File: config.mk
export PLATFORM = sky130hd
export DESIGN_NAME = cpu_bus_arbiter
export DESIGN_NICKNAME = d
export VERILOG_FILES = /design/src/rtl/cpu_bus_arbiter_pkg.sv /design/src/rtl/cpu_bus_arbiter_starve_counter.sv /design/src/rtl/cpu_bus_arbiter.sv
export SDC_FILE = /design/constraint.sdc
export NUM_CORES = 1
export LEC_CHECK = 0
export ABC_AREA = 1
export CAP_MARGIN = 40
export CORE_MARGIN = 2
export CORE_UTILIZATION = 40
export CTS_BUF_LIST = sky130_fd_sc_hd__clkbuf_4
export DETAILED_ROUTE_END_ITERATION = 10
export GPL_TIMING_DRIVEN = 0
export PLACE_DENSITY = 0.75
export SETUP_SLACK_MARGIN = 0.2
export SYNTH_ARGS = -nofsm -noshare
export SYNTH_HDL_FRONTEND = slang
export SYNTH_HIERARCHICAL = 1
export SYNTH_SLANG_ARGS = --single-unit
File: constraint.sdc
create_clock -name phi1 -period 2.7 [get_ports phi1]
set_clock_uncertainty 0.15 [all_clocks]
set_input_delay 0.405 -clock phi1 [delete_from_list [all_inputs] [get_ports phi1]]
set_output_delay 0.405 -clock phi1 [all_outputs]
set_load 0.03 [all_outputs]
File: src/rtl/cpu_bus_arbiter_pkg.sv
// rtl/cpu_bus_arbiter_pkg.sv - shared state encoding and requester indices for the CPU bus arbiter
//
// Contents:
//   arb_state_t        arbiter FSM state encoding
//   REQ_FET/EXE/DMA    bit positions of each requester in grant and read-valid vectors
package cpu_bus_arbiter_pkg;

    typedef enum logic [1:0] {
        ARB_IDLE      = 2'd0,
        ARB_CPU       = 2'd1,
        ARB_DMA_ALIGN = 2'd2,
        ARB_DMA_RUN   = 2'd3
    } arb_state_t;

    localparam int REQ_FET = 0;
    localparam int REQ_EXE = 1;
    localparam int REQ_DMA = 2;
    localparam int NUM_REQ = 3;

endpackage

File: src/rtl/cpu_bus_arbiter_starve_counter.sv
// rtl/cpu_bus_arbiter_starve_counter.sv - saturating count of consecutive denied fetcher cycles
//
// Ports:
//   phi1     in   clock
//   reset_n  in   synchronous active-low reset
//   inc      in   fetcher requested and was denied this cycle
//   clr      in   fetcher was granted or stopped requesting (wins over inc)
//   sat      out  counter has reached LIMIT
module arb_starve_counter #(
    parameter  int LIMIT = 4,
    localparam int CW    = $clog2(LIMIT + 1)
) (
    input  logic phi1,
    input  logic reset_n,
    input  logic inc,
    input  logic clr,
    output logic sat
);

    logic [CW-1:0] cnt;

    assign sat = (cnt == CW'(LIMIT));

    always_ff @(posedge phi1) begin
        if (!reset_n) begin
            cnt <= '0;
        end else if (clr) begin
            cnt <= '0;
        end else if (inc && !sat) begin
            cnt <= cnt + CW'(1);
        end
    end

endmodule

File: src/rtl/cpu_bus_arbiter.sv
// rtl/cpu_bus_arbiter.sv - single-port CPU bus arbiter for fetcher, execute unit and OAM DMA
//
// Ports:
//   phi1, reset_n                      clock, synchronous active-low reset
//   fet_req/exe_req/dma_req            access requests, held until granted
//   fet_addr/exe_addr/dma_addr         request addresses
//   exe_wdata/dma_wdata, exe_we/dma_we write data and enables (fetcher only reads)
//   fet_gnt/exe_gnt/dma_gnt            registered one-hot grant for the current cycle
//   mem_addr/mem_wdata/mem_we          registered muxed bus toward the memory map decoder
//   cpu_halt                           high while DMA is aligning or owns the bus
//   rd_valid                           [dma,exe,fet] read data valid, cycle after a read grant
module cpu_bus_arbiter
    import cpu_bus_arbiter_pkg::*;
#(
    parameter int ADDR_WIDTH   = 16,
    parameter int REG_WIDTH    = 8,
    parameter int STARVE_LIMIT = 4,
    parameter int DMA_LEN      = 256
) (
    input  logic                  phi1,
    input  logic                  reset_n,
    input  logic                  fet_req,
    input  logic                  exe_req,
    input  logic                  dma_req,
    input  logic [ADDR_WIDTH-1:0] fet_addr,
    input  logic [ADDR_WIDTH-1:0] exe_addr,
    input  logic [ADDR_WIDTH-1:0] dma_addr,
    input  logic [REG_WIDTH-1:0]  exe_wdata,
    input  logic [REG_WIDTH-1:0]  dma_wdata,
    input  logic                  exe_we,
    input  logic                  dma_we,
    output logic                  fet_gnt,
    output logic                  exe_gnt,
    output logic                  dma_gnt,
    output logic [ADDR_WIDTH-1:0] mem_addr,
    output logic [REG_WIDTH-1:0]  mem_wdata,
    output logic                  mem_we,
    output logic                  cpu_halt,
    output logic [2:0]            rd_valid
);

    localparam int CNT_W = $clog2(DMA_LEN) + 1;

    arb_state_t         state;
    logic [NUM_REQ-1:0] gnt;
    logic [CNT_W-1:0]   dma_cnt;
    logic               parity;
    logic               align_left;
    logic               starve_sat;

    logic cpu_arb;
    logic fet_win;
    logic exe_win;
    logic dma_win;

    assign fet_gnt = gnt[REQ_FET];
    assign exe_gnt = gnt[REQ_EXE];
    assign dma_gnt = gnt[REQ_DMA];

    // CPU requesters only compete when no DMA is pending; a dma_req seen here
    // takes the bus away starting with the alignment cycles.
    assign cpu_arb = ((state == ARB_IDLE) || (state == ARB_CPU)) && !dma_req;
    assign fet_win = cpu_arb && fet_req && (!exe_req || starve_sat);
    assign exe_win = cpu_arb && exe_req && !fet_win;

    // The last alignment cycle already behaves as a run cycle, so the first
    // DMA grant follows the dummy cycle(s) directly.
    assign dma_win = dma_req && (dma_cnt != CNT_W'(DMA_LEN)) &&
                     ((state == ARB_DMA_RUN) || ((state == ARB_DMA_ALIGN) && !align_left));

    arb_starve_counter #(
        .LIMIT (STARVE_LIMIT)
    ) u_starve (
        .phi1    (phi1),
        .reset_n (reset_n),
        .inc     (fet_req && !fet_win),
        .clr     (fet_win || !fet_req),
        .sat     (starve_sat)
    );

    always_ff @(posedge phi1) begin
        if (!reset_n) begin
            state      <= ARB_IDLE;
            gnt        <= '0;
            mem_addr   <= '0;
            mem_wdata  <= '0;
            mem_we     <= 1'b0;
            cpu_halt   <= 1'b0;
            rd_valid   <= '0;
            dma_cnt    <= '0;
            parity     <= 1'b0;
            align_left <= 1'b0;
        end else begin
            parity   <= ~parity;
            // gnt and mem_we still describe the access that completes this edge
            rd_valid <= gnt & {NUM_REQ{~mem_we}};

            gnt[REQ_FET] <= fet_win;
            gnt[REQ_EXE] <= exe_win;
            gnt[REQ_DMA] <= dma_win;

            mem_we <= 1'b0;
            if (fet_win) begin
                mem_addr <= fet_addr;
            end else if (exe_win) begin
                mem_addr  <= exe_addr;
                mem_wdata <= exe_wdata;
                mem_we    <= exe_we;
            end else if (dma_win) begin
                mem_addr  <= dma_addr;
                mem_wdata <= dma_wdata;
                mem_we    <= dma_we;
                if (dma_we) begin
                    dma_cnt <= dma_cnt + CNT_W'(1);
                end
            end

            case (state)
                ARB_IDLE, ARB_CPU: begin
                    if (dma_req) begin
                        state      <= ARB_DMA_ALIGN;
                        cpu_halt   <= 1'b1;
                        // An odd entry cycle costs one extra dummy cycle
                        align_left <= parity;
                    end else begin
                        state <= (fet_win || exe_win) ? ARB_CPU : ARB_IDLE;
                    end
                end
                ARB_DMA_ALIGN: begin
                    if (align_left) begin
                        align_left <= 1'b0;
                    end else begin
                        state <= ARB_DMA_RUN;
                    end
                end
                ARB_DMA_RUN: begin
                    // A dropped dma_req simply stays here with no grant
                    if (dma_cnt == CNT_W'(DMA_LEN)) begin
                        state    <= ARB_IDLE;
                        cpu_halt <= 1'b0;
                        dma_cnt  <= '0;
                    end
                end
                default: state <= ARB_IDLE;
            endcase
        end
    end

endmodule
# Yosys cells after proc, flatten, opt, wreduce, memory -nomap -nowiden
# Index checks and enable logic that the tools add are counted.
# W data, S select, Z words.
# op_classes
n_eq_ne,9
n_mux,23
n_bitwise,5
reduce_logical,33
add_sub_neg,2
n_mul,0
shift,0
order_cmp,0
div_mod_pow,0
# op_table
cell,n
$mux W9,6
$mux W16,3
$mux W8,2
$logic_and A1 B1 Y1,10
$add A9 B1 Y9 const B,1
$eq A9 B9 Y1 const B,1
$ne A9 B9 Y1 const B,1
$logic_not A1 Y1,6
$mux W1,6
$mux W2,3
$pmux W2 S3,1
$reduce_and A2 Y1,3
$reduce_bool A2 Y1,3
$reduce_or A2 Y1,3
$logic_or A1 B1 Y1,5
$eq A2 B2 Y1 const B,2
$ne A2 B2 Y1 const B,2
$not A1 Y1,4
$pmux W1 S2,2
$add A3 B1 Y3 const B,1
$and A3 B3 Y3,1
$eq A3 B3 Y1 const B,1
$reduce_and A3 Y1,1
$reduce_bool A3 Y1,1
other kinds (3),3
# word_totals
ramBits,0
latchBits,0
output_inout_bits,32
wordCells,83
input_bits,71
n_memories,0
reg_bits,48
romBits,0

# Logic depth before layout (Yosys ltp)
# Gate-level depths: netlist of the first run.
# depth
depth_word,11
mapped_depth,15
mapped_depth_nobuf,14

# By module
# The synthesis of the first run kept the hierarchy.
# by_module_without_submodules
module,area_per_inst_um2,cells_per_inst,instances
cpu_bus_arbiter,2399.8,356,1
arb_starve_counter,178.9,28,1

# Worst setup path before layout of the first run
# OpenSTA, ideal clock, no wires.
# synth_timing
kind,reg2reg
startpoint,register u_starve.cnt[0]
endpoint,register u_starve.cnt[2]
period_less_slack_ps,1818
path_stages_with_launch,16
path_slack_ps,882
t_arrival_ps,1555
path_buffers,1
cell_sequence,dfxtp_1 inv_1 ha_1 nand2_2 inv_1 inv_1 nand2_1 nand3_4 buf_2 nand2_1 inv_1 nand2_1 inv_1 nand2_1 nand2_1 nor2_1
# synth_between
elab_chain_cells,6
# synth_lines
item,line,rtl
"start, declared",cpu_bus_arbiter_starve_counter.sv:20,logic [CW-1:0] cnt;
"start signal, assigned",cpu_bus_arbiter_starve_counter.sv:30,cnt <= cnt + CW'(1);
$eq A3 B3 Y1 *,cpu_bus_arbiter_starve_counter.sv:22,assign sat = (cnt == CW'(LIMIT));
named net starve_sat,cpu_bus_arbiter.sv:49,logic starve_sat;
$logic_or A1 B1 Y1,cpu_bus_arbiter.sv:63,assign fet_win = cpu_arb && fet_req && (!exe_req || starve_sat);
$logic_and A1 B1 Y1,cpu_bus_arbiter.sv:63,
$logic_not A1 Y1,cpu_bus_arbiter.sv:76,".inc (fet_req && !fet_win),"
$logic_and A1 B1 Y1,cpu_bus_arbiter.sv:76,
$logic_and A1 B1 Y1,cpu_bus_arbiter_starve_counter.sv:29,end else if (inc && !sat) begin
# Mark *: on every way through the listed nets, which the timed path passes. The rest lies on a longest branch.
# A chain may end at the register's enable or synchronous reset.

# Worst setup path in the final report of the first run
# Ends and elaborated chain as after synthesis.

==> metrics, run 1 <==
DRT iter0 DRCs=174; clock buffer count from CTS=5; max_slew headroom=68.5%; Setup WS pre-CTS=0.431 ns; Yosys cell types=29; total negative setup slack=0 ns; PwrDens=473 mW/mm^2; global placement routability congestion=0.867; Final period util=76.9%; fin nets=567; Mapped Cells=384; Setup crit start kind=flop; CTS clk-pin slew, worst paths=0.14 ns; MaxCap Viol Count=0; Final HPWL DP=5750 um; Post-Syn Area=0.00258 mm^2; die height=84.3 um; Area Overhead vs Synth=46.0%; Starting Density=41.1%; GRT Overall Usage=20.5%; ANT cells=0; Filler cells=620; antenna-violating nets left=0; row count=29; PortBufs=101; first drt pass iteration count=4; worst hold path cell count=1; Worst-Skew Late Latency=0.38 ns; Primary FF master, synth=dfxtp_1; LEAKAGE=0.00160 uW; endpoint class of the critical path=flop; Area contributors post-synth=dfxtp_1, nand2_1, nor2_1, o21ai_0, inv_1; Post-synth EDFFs=0; Max Fanout on Critical Path=10; DRC=0; global-route wire length before repair=11900 um; post-synthesis sequential area ratio=37.3%; Final Power=1780 uW; CTS tree=yes; DIE WIDTH=84.3 um; drt total wl=7080 um; Critical Path AT=2.21 ns; CTS resizes=0; leading area contributor after synthesis=dfxtp_1; Synthesized Nets=459; Final Setup Violations=0; layout cells sized above 1=8.52%; maximum VDD drop=0.000297 V; Fmax achieved=482 MHz; drt via density=4.98; final hold slack=0.277 ns; gr ovfl total=0; commonest cells in the netlist=nand2_1, nor2_1, dfxtp_1; run status=finished clean; RSZ-0062 raised after global routing=no; H-tree depth=2; clock buffer depth=2; #FFs+latches synth=48; die area=0.00710 mm^2; fin util=60.0%; most common cell in the synthesized netlist=nand2_1; Hold Buf Count CTS=0; postcts setup bufs=0; Async S/R FF share, synth=0%; Worst R2R Path Depth=15; Max Slew Vio Count=0; CP required=2.83 ns; Synth top area share=37.3%; io pins=103; initial antenna violation count=0; core area=0.00628 mm^2; crit path kind=reg2reg; clk sinks=48; final hold viol count=0; synthesized area per cell=6.72 um^2; via count=2839; clk root buf=clkbuf_4; Hold Crit Class=reg2reg; Routed WL per cell=12.4 um; post-route minimum period=2.08 ns; Final WS setup=0.623 ns; Yosys warnings=6; Worst Tran Pin Value=0.473 ns; number of global-route vias before repair=2666; largest net degree at the start of global routing=16
==> area by class of cell <==
type | instances | area (um^2) | area share [%]
clock buffers | 5 | 37.5 | 0.997
well taps | 77 | 96.3 | 2.56
plain buffers | 15 | 98.8 | 2.62
flip-flops and latches | 48 | 961 | 25.5
inverters | 29 | 114 | 3.02
multi-input cells | 292 | 1410 | 37.3
clock inverters | 3 | 42.5 | 1.13
repair buffers | 101 | 1010 | 26.8
==> layer usage <==
layer	track usage [%]	wire [um]	up-vias
met5	0	0	-
met4	6.01	116	0
met3	7.28	657	11
met2	37.1	3510	97
met1	22.4	2790	1297
li1	-	-	1434
==> logic make-up after synthesis <==
group / count (synthesis) / synth area share (%)
xor+xnor: 2 / 0.679
compound gates: 53 / 11.5
flops: 48 / 37.3
buf+inv: 44 / 8.25
fa+ha+maj: 4 / 1.94
simple gates: 233 / 40.4
==> cell usage in the layout (no fill, tap or decap) <==
cell type	count
inv_1	24
nand3b_1	12
inv_6	1
bufinv_16	1
clkbuf_4	5
buf_4	4
clkdlybuf4s50_1	101
nand3_1	14
nand3_4	1
buf_6	3
nor2_2	6
nand2_4	2
nor3_1	1
or2_2	1
clkinv_4	1
xor2_1	1
o211ai_1	12
dfxtp_1	48
xnor2_1	1
nand2_8	1
clkbuf_1	4
clkinv_1	1
nand3_2	1
a21oi_1	12
nand2_2	5
inv_2	4
buf_2	4
nor2_4	2
nand2_1	115
nor2_1	69
o21ai_0	20
ha_1	4
nand4_1	3
o21ai_1	9
==> metrics by stage <==
| step | cells | instance area, um^2 |
|---|---|---|
| global route | 570 | 3770 |
| CTS | 570 | 3770 |
| floorplan | 384 | 2580 |
| global placement | 562 | 3690 |
| finish | 570 | 3770 |
| detailed placement | 562 | 3690 |
==> power breakdown <==
| group | switching, uW | total [uW] | internal (uW) |
|---|---|---|---|
| Sequential | 35.9 | 801 | 765 |
| Combinational | 292 | 550 | 258 |
| Clock | 236 | 430 | 194 |
==> final timing paths <==
| kind | start | to | slack (ns) |
|---|---|---|---|
| worst max register to register | u_starve/cnt[0] | u_starve/cnt[2] | 0.62 |
| worst max-delay path | u_starve/cnt[0] | u_starve/cnt[2] | 0.62 |
| worst min-delay path | parity | parity | 0.28 |
| worst min register to register | parity | parity | 0.28 |
==> flip-flops by register name (all words and copies together) (netlist names) <==
name / flops
cpu_halt: 1
mem_we: 1
rd_valid: 3
state: 2
dma_cnt: 9
mem_addr: 16
parity: 1
gnt: 3
align_left: 1
u_starve/cnt: 3
mem_wdata: 8
==> critical path, stage by stage, from the launching register on <==
cell and delay, ns:
dfxtp_1 0.40, inv_1 0.06, ha_1 0.22, nand2_2 0.12, inv_1 0.05, inv_1 0.04, nand2_1 0.09, nand3_4 0.12
buf_2 0.25, nand2_1 0.09, inv_1 0.13, nand2_1 0.07, inv_1 0.06, nand2_1 0.05, nand2_1 0.05, nor2_1 0.03
No activity file was read; power rests on OpenSTA's default activity.
==> run 2, diff against run 1 <==
--- a/config.mk
+++ b/config.mk
@@ -12,7 +12,7 @@
 export CTS_BUF_LIST = sky130_fd_sc_hd__clkbuf_4
 export DETAILED_ROUTE_END_ITERATION = 10
 export GPL_TIMING_DRIVEN = 0
-export PLACE_DENSITY = 0.75
+export PLACE_DENSITY = 0.78
 export SETUP_SLACK_MARGIN = 0.2
 export SYNTH_ARGS = -nofsm -noshare
 export SYNTH_HDL_FRONTEND = slang
==> constraint.sdc (replaced) <==
create_clock -name phi1 -period 1.9 [get_ports phi1]
set_clock_uncertainty 0.15 [all_clocks]
set_input_delay 0.285 -clock phi1 [delete_from_list [all_inputs] [get_ports phi1]]
set_output_delay 0.285 -clock phi1 [all_outputs]
set_load 0.03 [all_outputs]
==> run 2 against run 1 <==
Against the previous run:
- power rose by 46%
- clock power increased by 17%
- via count rose by 5.3%
- critical path type unchanged
- global-route usage grew 1.2 points
- first-iteration DRC count is 33% lower
- largest power group unchanged
- maximum frequency is 11% higher
- largest cell class unchanged
- setup slack got worse by 0.60 ns
- combinational power rose by 73%
- utilization rose by 9.5 points
- cell count up 5.3%
- worst hold slack lost 0.11 ns
- sequential power rose by 42%
==> metrics, run 2 (same netlist as run 1, synthesis figures left out) <==
Critical Path Max Stage Delay=0.37 ns (was 0.40 ns); via count=2990 (was 2839); total negative setup slack=0 ns (unchanged); clock buffer depth=2 (unchanged); fin nets=597 (was 567); internal power=1680 uW (was 1220 uW); Largest register FFs=16 (unchanged); Hold Crit Class=in2reg (was reg2reg); Clk network pwr share=19.3% (was 24.1%); largest reg by FF count=mem_addr (unchanged); number of global-route vias before repair=2754 (was 2666); Area Overhead vs Synth=69.1% (was 46.0%); fin util=69.5% (was 60.0%); register area=966 um^2 (was 961 um^2); Critical R2R Launch=u_starve/cnt[1] (was u_starve/cnt[0]); CTS tree=yes (unchanged); Final Setup Violations=0 (unchanged); initial antenna violation count=0 (unchanged); CP required=2.04 ns (was 2.83 ns); LEAKAGE=0.00198 uW (was 0.00160 uW); layout cells sized above 1=24.7% (was 8.52%); antenna-violating nets left=0 (unchanged); Logic pwr share=36.7% (was 30.9%); core area=0.00628 mm^2 (unchanged); Hold Buf Count CTS=0 (unchanged); Final HPWL DP=5620 um (was 5750 um); Starting Density=41.1% (unchanged); post-route minimum period=1.87 ns (was 2.08 ns); clk sinks=48 (unchanged); worst hold path cell count=3 (was 1); endpoint class of the critical path=flop (unchanged); Fmax achieved=534 MHz (was 482 MHz); Max Fanout on Critical Path=5 (was 10); Final period util=98.5% (was 76.9%); DRC=0 (unchanged); DIE WIDTH=84.3 um (unchanged); die height=84.3 um (unchanged); Seq pwr share=44.0% (was 45.0%); Worst Tran Pin Value=0.382 ns (was 0.473 ns); io pins=103 (unchanged); first drt pass iteration count=4 (unchanged); CTS clk-pin slew, worst paths=0.16 ns (was 0.14 ns); ANT cells=0 (unchanged); most common cell after layout, fill and taps aside=nand2_1 (unchanged); PwrDens=594 mW/mm^2 (was 473 mW/mm^2); drt via density=4.98 (about the same); final hold viol count=0 (unchanged); crit path kind=reg2reg (unchanged); crit path launch=u_starve/cnt[1] (was u_starve/cnt[0]); Setup crit start kind=flop (unchanged); Max Slew Vio Count=0 (unchanged); Critical Path AT=2.01 ns (was 2.21 ns); Worst-Skew Late Latency=0.38 ns (about the same); die area=0.00710 mm^2 (unchanged); HP Start=dma_we (was parity); most frequent cells in the layout=nand2_1, clkdlybuf4s50_1, nor2_1 (unchanged); switch share=35.3% (was 31.7%); drt total wl=8440 um (was 7080 um); Final Power=2590 uW (was 1780 uW); CP Cell Sequence=inv_2 > ha_4 > nand2_4 > inv_2 > inv_2 > nand2_4 > buf_4 > nand2_4 > buf_4 > nand3b_1 > o211ai_1 > nand2_1 > nor2_1 > nor2_1 (was inv_1 > ha_1 > nand2_2 > inv_1 > inv_1 > nand2_1 > nand3_4 > buf_2 > nand2_1 > inv_1 > nand2_1 > inv_1 > nand2_1 > nand2_1 > nor2_1); DRT iter0 DRCs=117 (was 174); run status=finished clean (unchanged); top flop regs=mem_addr: 16 flops, dma_cnt: 9 flops, mem_wdata: 8 flops (unchanged); H-tree depth=2 (unchanged); Routed WL per cell=14.1 um (was 12.4 um); PortBufs=101 (unchanged); GRT Overall Usage=21.7% (was 20.5%); Filler cells=492 (was 620); gr ovfl total=0 (unchanged); largest net degree at the start of global routing=16 (unchanged); CP max stage cell=dfxtp_2 (was dfxtp_1); row count=29 (unchanged); clock buffer count from CTS=5 (unchanged); Net Switching=913 uW (was 564 uW); Worst R2R Path Depth=14 (was 15); RSZ-0062 raised after global routing=yes (was no); maximum VDD drop=0.000306 V (was 0.000297 V); global placement routability congestion=0.861 (was 0.867); max_slew headroom=74.6% (was 68.5%); global-route wire length before repair=12500 um (was 11900 um); area of the multi-input gates=0.00164 mm^2 (was 0.00141 mm^2); clk root buf=clkbuf_4 (unchanged); MaxCap Viol Count=0 (unchanged)
==> run 2: cell types whose count changed in the layout (fill, tap and decap cells not counted), sizes merged <==
cell           previous run  this run
buf                      11        40
bufinv                    1         0
clkbuf                    9        10
clkdlybuf4s15             0         1
clkdlybuf4s50           101        69
dlygate4sd2               0        31
inv                      29        30
==> run 2: worst paths after layout <==
check,to,slack (ns)
max,mem_addr[2],0.03
min,dma_cnt[0],0.17
max reg2reg,mem_addr[2],0.03
min reg2reg,rd_valid[2],0.29
==> run 2: repair_timing <==
action	4_1_cts	5_1_grt
endpoints found under the setup margin	65	44
cloned	3	3
setup buffers	15	9
resized for setup	88	55
pin swaps	17	22
==> run 2: layout make-up <==
class	count	share of cell area [%]
Timing Repair Buffer	131	30.3
Clock inverter	3	0.402
Sequential cell	48	22.1
Clock buffer	5	0.861
Multi-Input combinational cell	292	37.7
Tap cell	77	2.21
Inverter	29	3.24
Buffer	15	3.13
==> run 2: through the flow <==
stage	std cells	setup WS, ns	hold WS [ns]	area [um^2]
3_5_place_dp	562	-0.201	0.271	3720
2_1_floorplan	384	0.193	0.243	2610
5_1_grt	600	-0.0913	0.191	4360
3_3_place_gp	562	-0.184	0.252	3720
6_report	600	0.0279	0.170	4360
4_1_cts	588	0.110	0.180	4090
==> run 2: critical path: cells and delay by family (launching register included) <==
kind,cells,cell delay (ns)
adders and majority gates,1,0.16
buffers and inverters,5,0.45
AOI/OAI and AO/OA,1,0.10
DFF,1,0.37
and+or+nand+nor,7,0.55
==> run 2: power groups by stage <==
stage | clock (uW) | sequential, uW | combinational (uW)
6_report | 501 | 1140 | 951
5_1_grt | 553 | 1150 | 1020
4_1_cts | 490 | 1130 | 857
3_5_place_dp | 0 | 1160 | 791
3_3_place_gp | 0 | 1160 | 784
2_1_floorplan | 0 | 1280 | 321
==> run 2: routing by layer <==
metal	global-route usage (%)	share of wire (%)	vias up
met5	0	0	-
met3	7.37	9.4	22
met2	39.4	51	124
met1	23.3	37	1343
li1	-	-	1501
met4	7.48	2.2	0
==> edit (config.mk and constraints of run 2) <==
Make the reset (`reset_n`) asynchronous in 2 clocked blocks. Comments in the files are not updated.
--- a/src/rtl/cpu_bus_arbiter_starve_counter.sv
+++ b/src/rtl/cpu_bus_arbiter_starve_counter.sv
@@ -21,7 +21,7 @@
 
     assign sat = (cnt == CW'(LIMIT));
 
-    always_ff @(posedge phi1) begin
+    always_ff @(posedge phi1 or negedge reset_n) begin
         if (!reset_n) begin
             cnt <= '0;
         end else if (clr) begin
--- a/src/rtl/cpu_bus_arbiter.sv
+++ b/src/rtl/cpu_bus_arbiter.sv
@@ -78,7 +78,7 @@
         .sat     (starve_sat)
     );
 
-    always_ff @(posedge phi1) begin
+    always_ff @(posedge phi1 or negedge reset_n) begin
         if (!reset_n) begin
             state      <= ARB_IDLE;
             gnt        <= '0;
Check against the original RTL: differs if reset_n is asserted again (counterexample within 4 cycles, from zero or initial values and one cycle with reset_n low); with reset_n held inactive, the same outputs for 10 cycles.
==> edit against run 2 <==
Area after synthesis is 1.2% higher. Non-clock buffer count is 7 higher. Routed wire length is 5.9% higher. Core utilization is 4.4 points higher. Cell area is 6.9% higher. Cell count is 2.7% lower. Total power is 14% higher. Maximum frequency is 0.10% lower. Count of clock-buffer cells in the layout stayed put. Setup slack worse by 0.0019 ns. Sequential cell count stayed put. Critical endpoint is now mem_addr[11]. Largest cell class unchanged. Highest routed layer unchanged.
==> edit: results (changes against run 2) <==
stage;metric;value;unit;change
placed_design;place_inst;535;;-4.8%
final_layout;final_nets;581;;-2.7%
placed_design;placed_cell_area;0.00378;sq mm;+1.8%
power;max-vdd-ir-drop;555;uV;+81%
grt;grt_pass1_wl;13.0;mm;+4.5%
synthesis;syn_avg_cell_area;7.35;sq um;+9.4%
worst_hold_path;hp-class;in -> async;;
timing;hold_slack;0.265;ns;+0.0953 ns
clock_network;hold_buffers;1;;+1
status;status;finished clean;;
synthesis;synth-xor-area-share;1.01;%;+0.33 points
critical_path;cp_max_fo;10;;+5
clock_network;post_cts_buffers;25;;+10
final_layout;nFillCells;451;;-8.3%
placed_design;hpwl;5.34;mm;-4.9%
critical_path;critical_path.endpoint;mem_addr[11];;
placed_design;place_ws;-0.202;ns;-0.000471 ns
synthesis;ys_types;25;;-14%
clock_network;cts_resized;109;;+24%
timing;max_slew_margin;60.4;%;-14 points
routing;drt-total-wl;8.94;mm;+5.9%
critical_path;slowest_delay;0.41;ns;+0.04 ns
routing;drt_iter0_markers;137;;+17%
placed_design;port_buffers;102;;+0.99%
critical_path;cp_slowest_cell;dfrtp_1;;
edit: area by class of cell:
type                    instances  area, sq um  share of cell area [%]
multi-input cells             262         1580                    33.9
repair buffers                144         1430                    30.8
flip-flops and latches         48         1200                    25.8
inverters                      36          155                    3.33
plain buffers                   9          116                    2.50
well taps                      77         96.3                    2.07
clock inverters                 3         42.5                   0.913
clock buffers                   5         37.5                   0.805
edit: where the power goes:
group	leakage (nW)	internal, mW	switching, mW
Combinational	1.72	0.476	0.554
Clock	0.0412	0.274	0.351
Sequential	0.570	1.16	0.130
Total	2.33	1.91	1.04
edit: logic make-up (layout without fill, tap and decap cells):
family	Yosys count	after routing
adders and majority gates	4	4
xor gates and xnor gates	3	3
buffers and inverters	45	197
and+or+nand+nor	237	237
DFF	48	48
AOI/OAI and AO/OA	18	18
edit: per-layer routing:
metal  share of wire [%]  track usage (%)
met1                  38             27.0
met2                  54             40.5
met3                 5.7             5.01
met4                 2.3             5.92
met5                   0                0
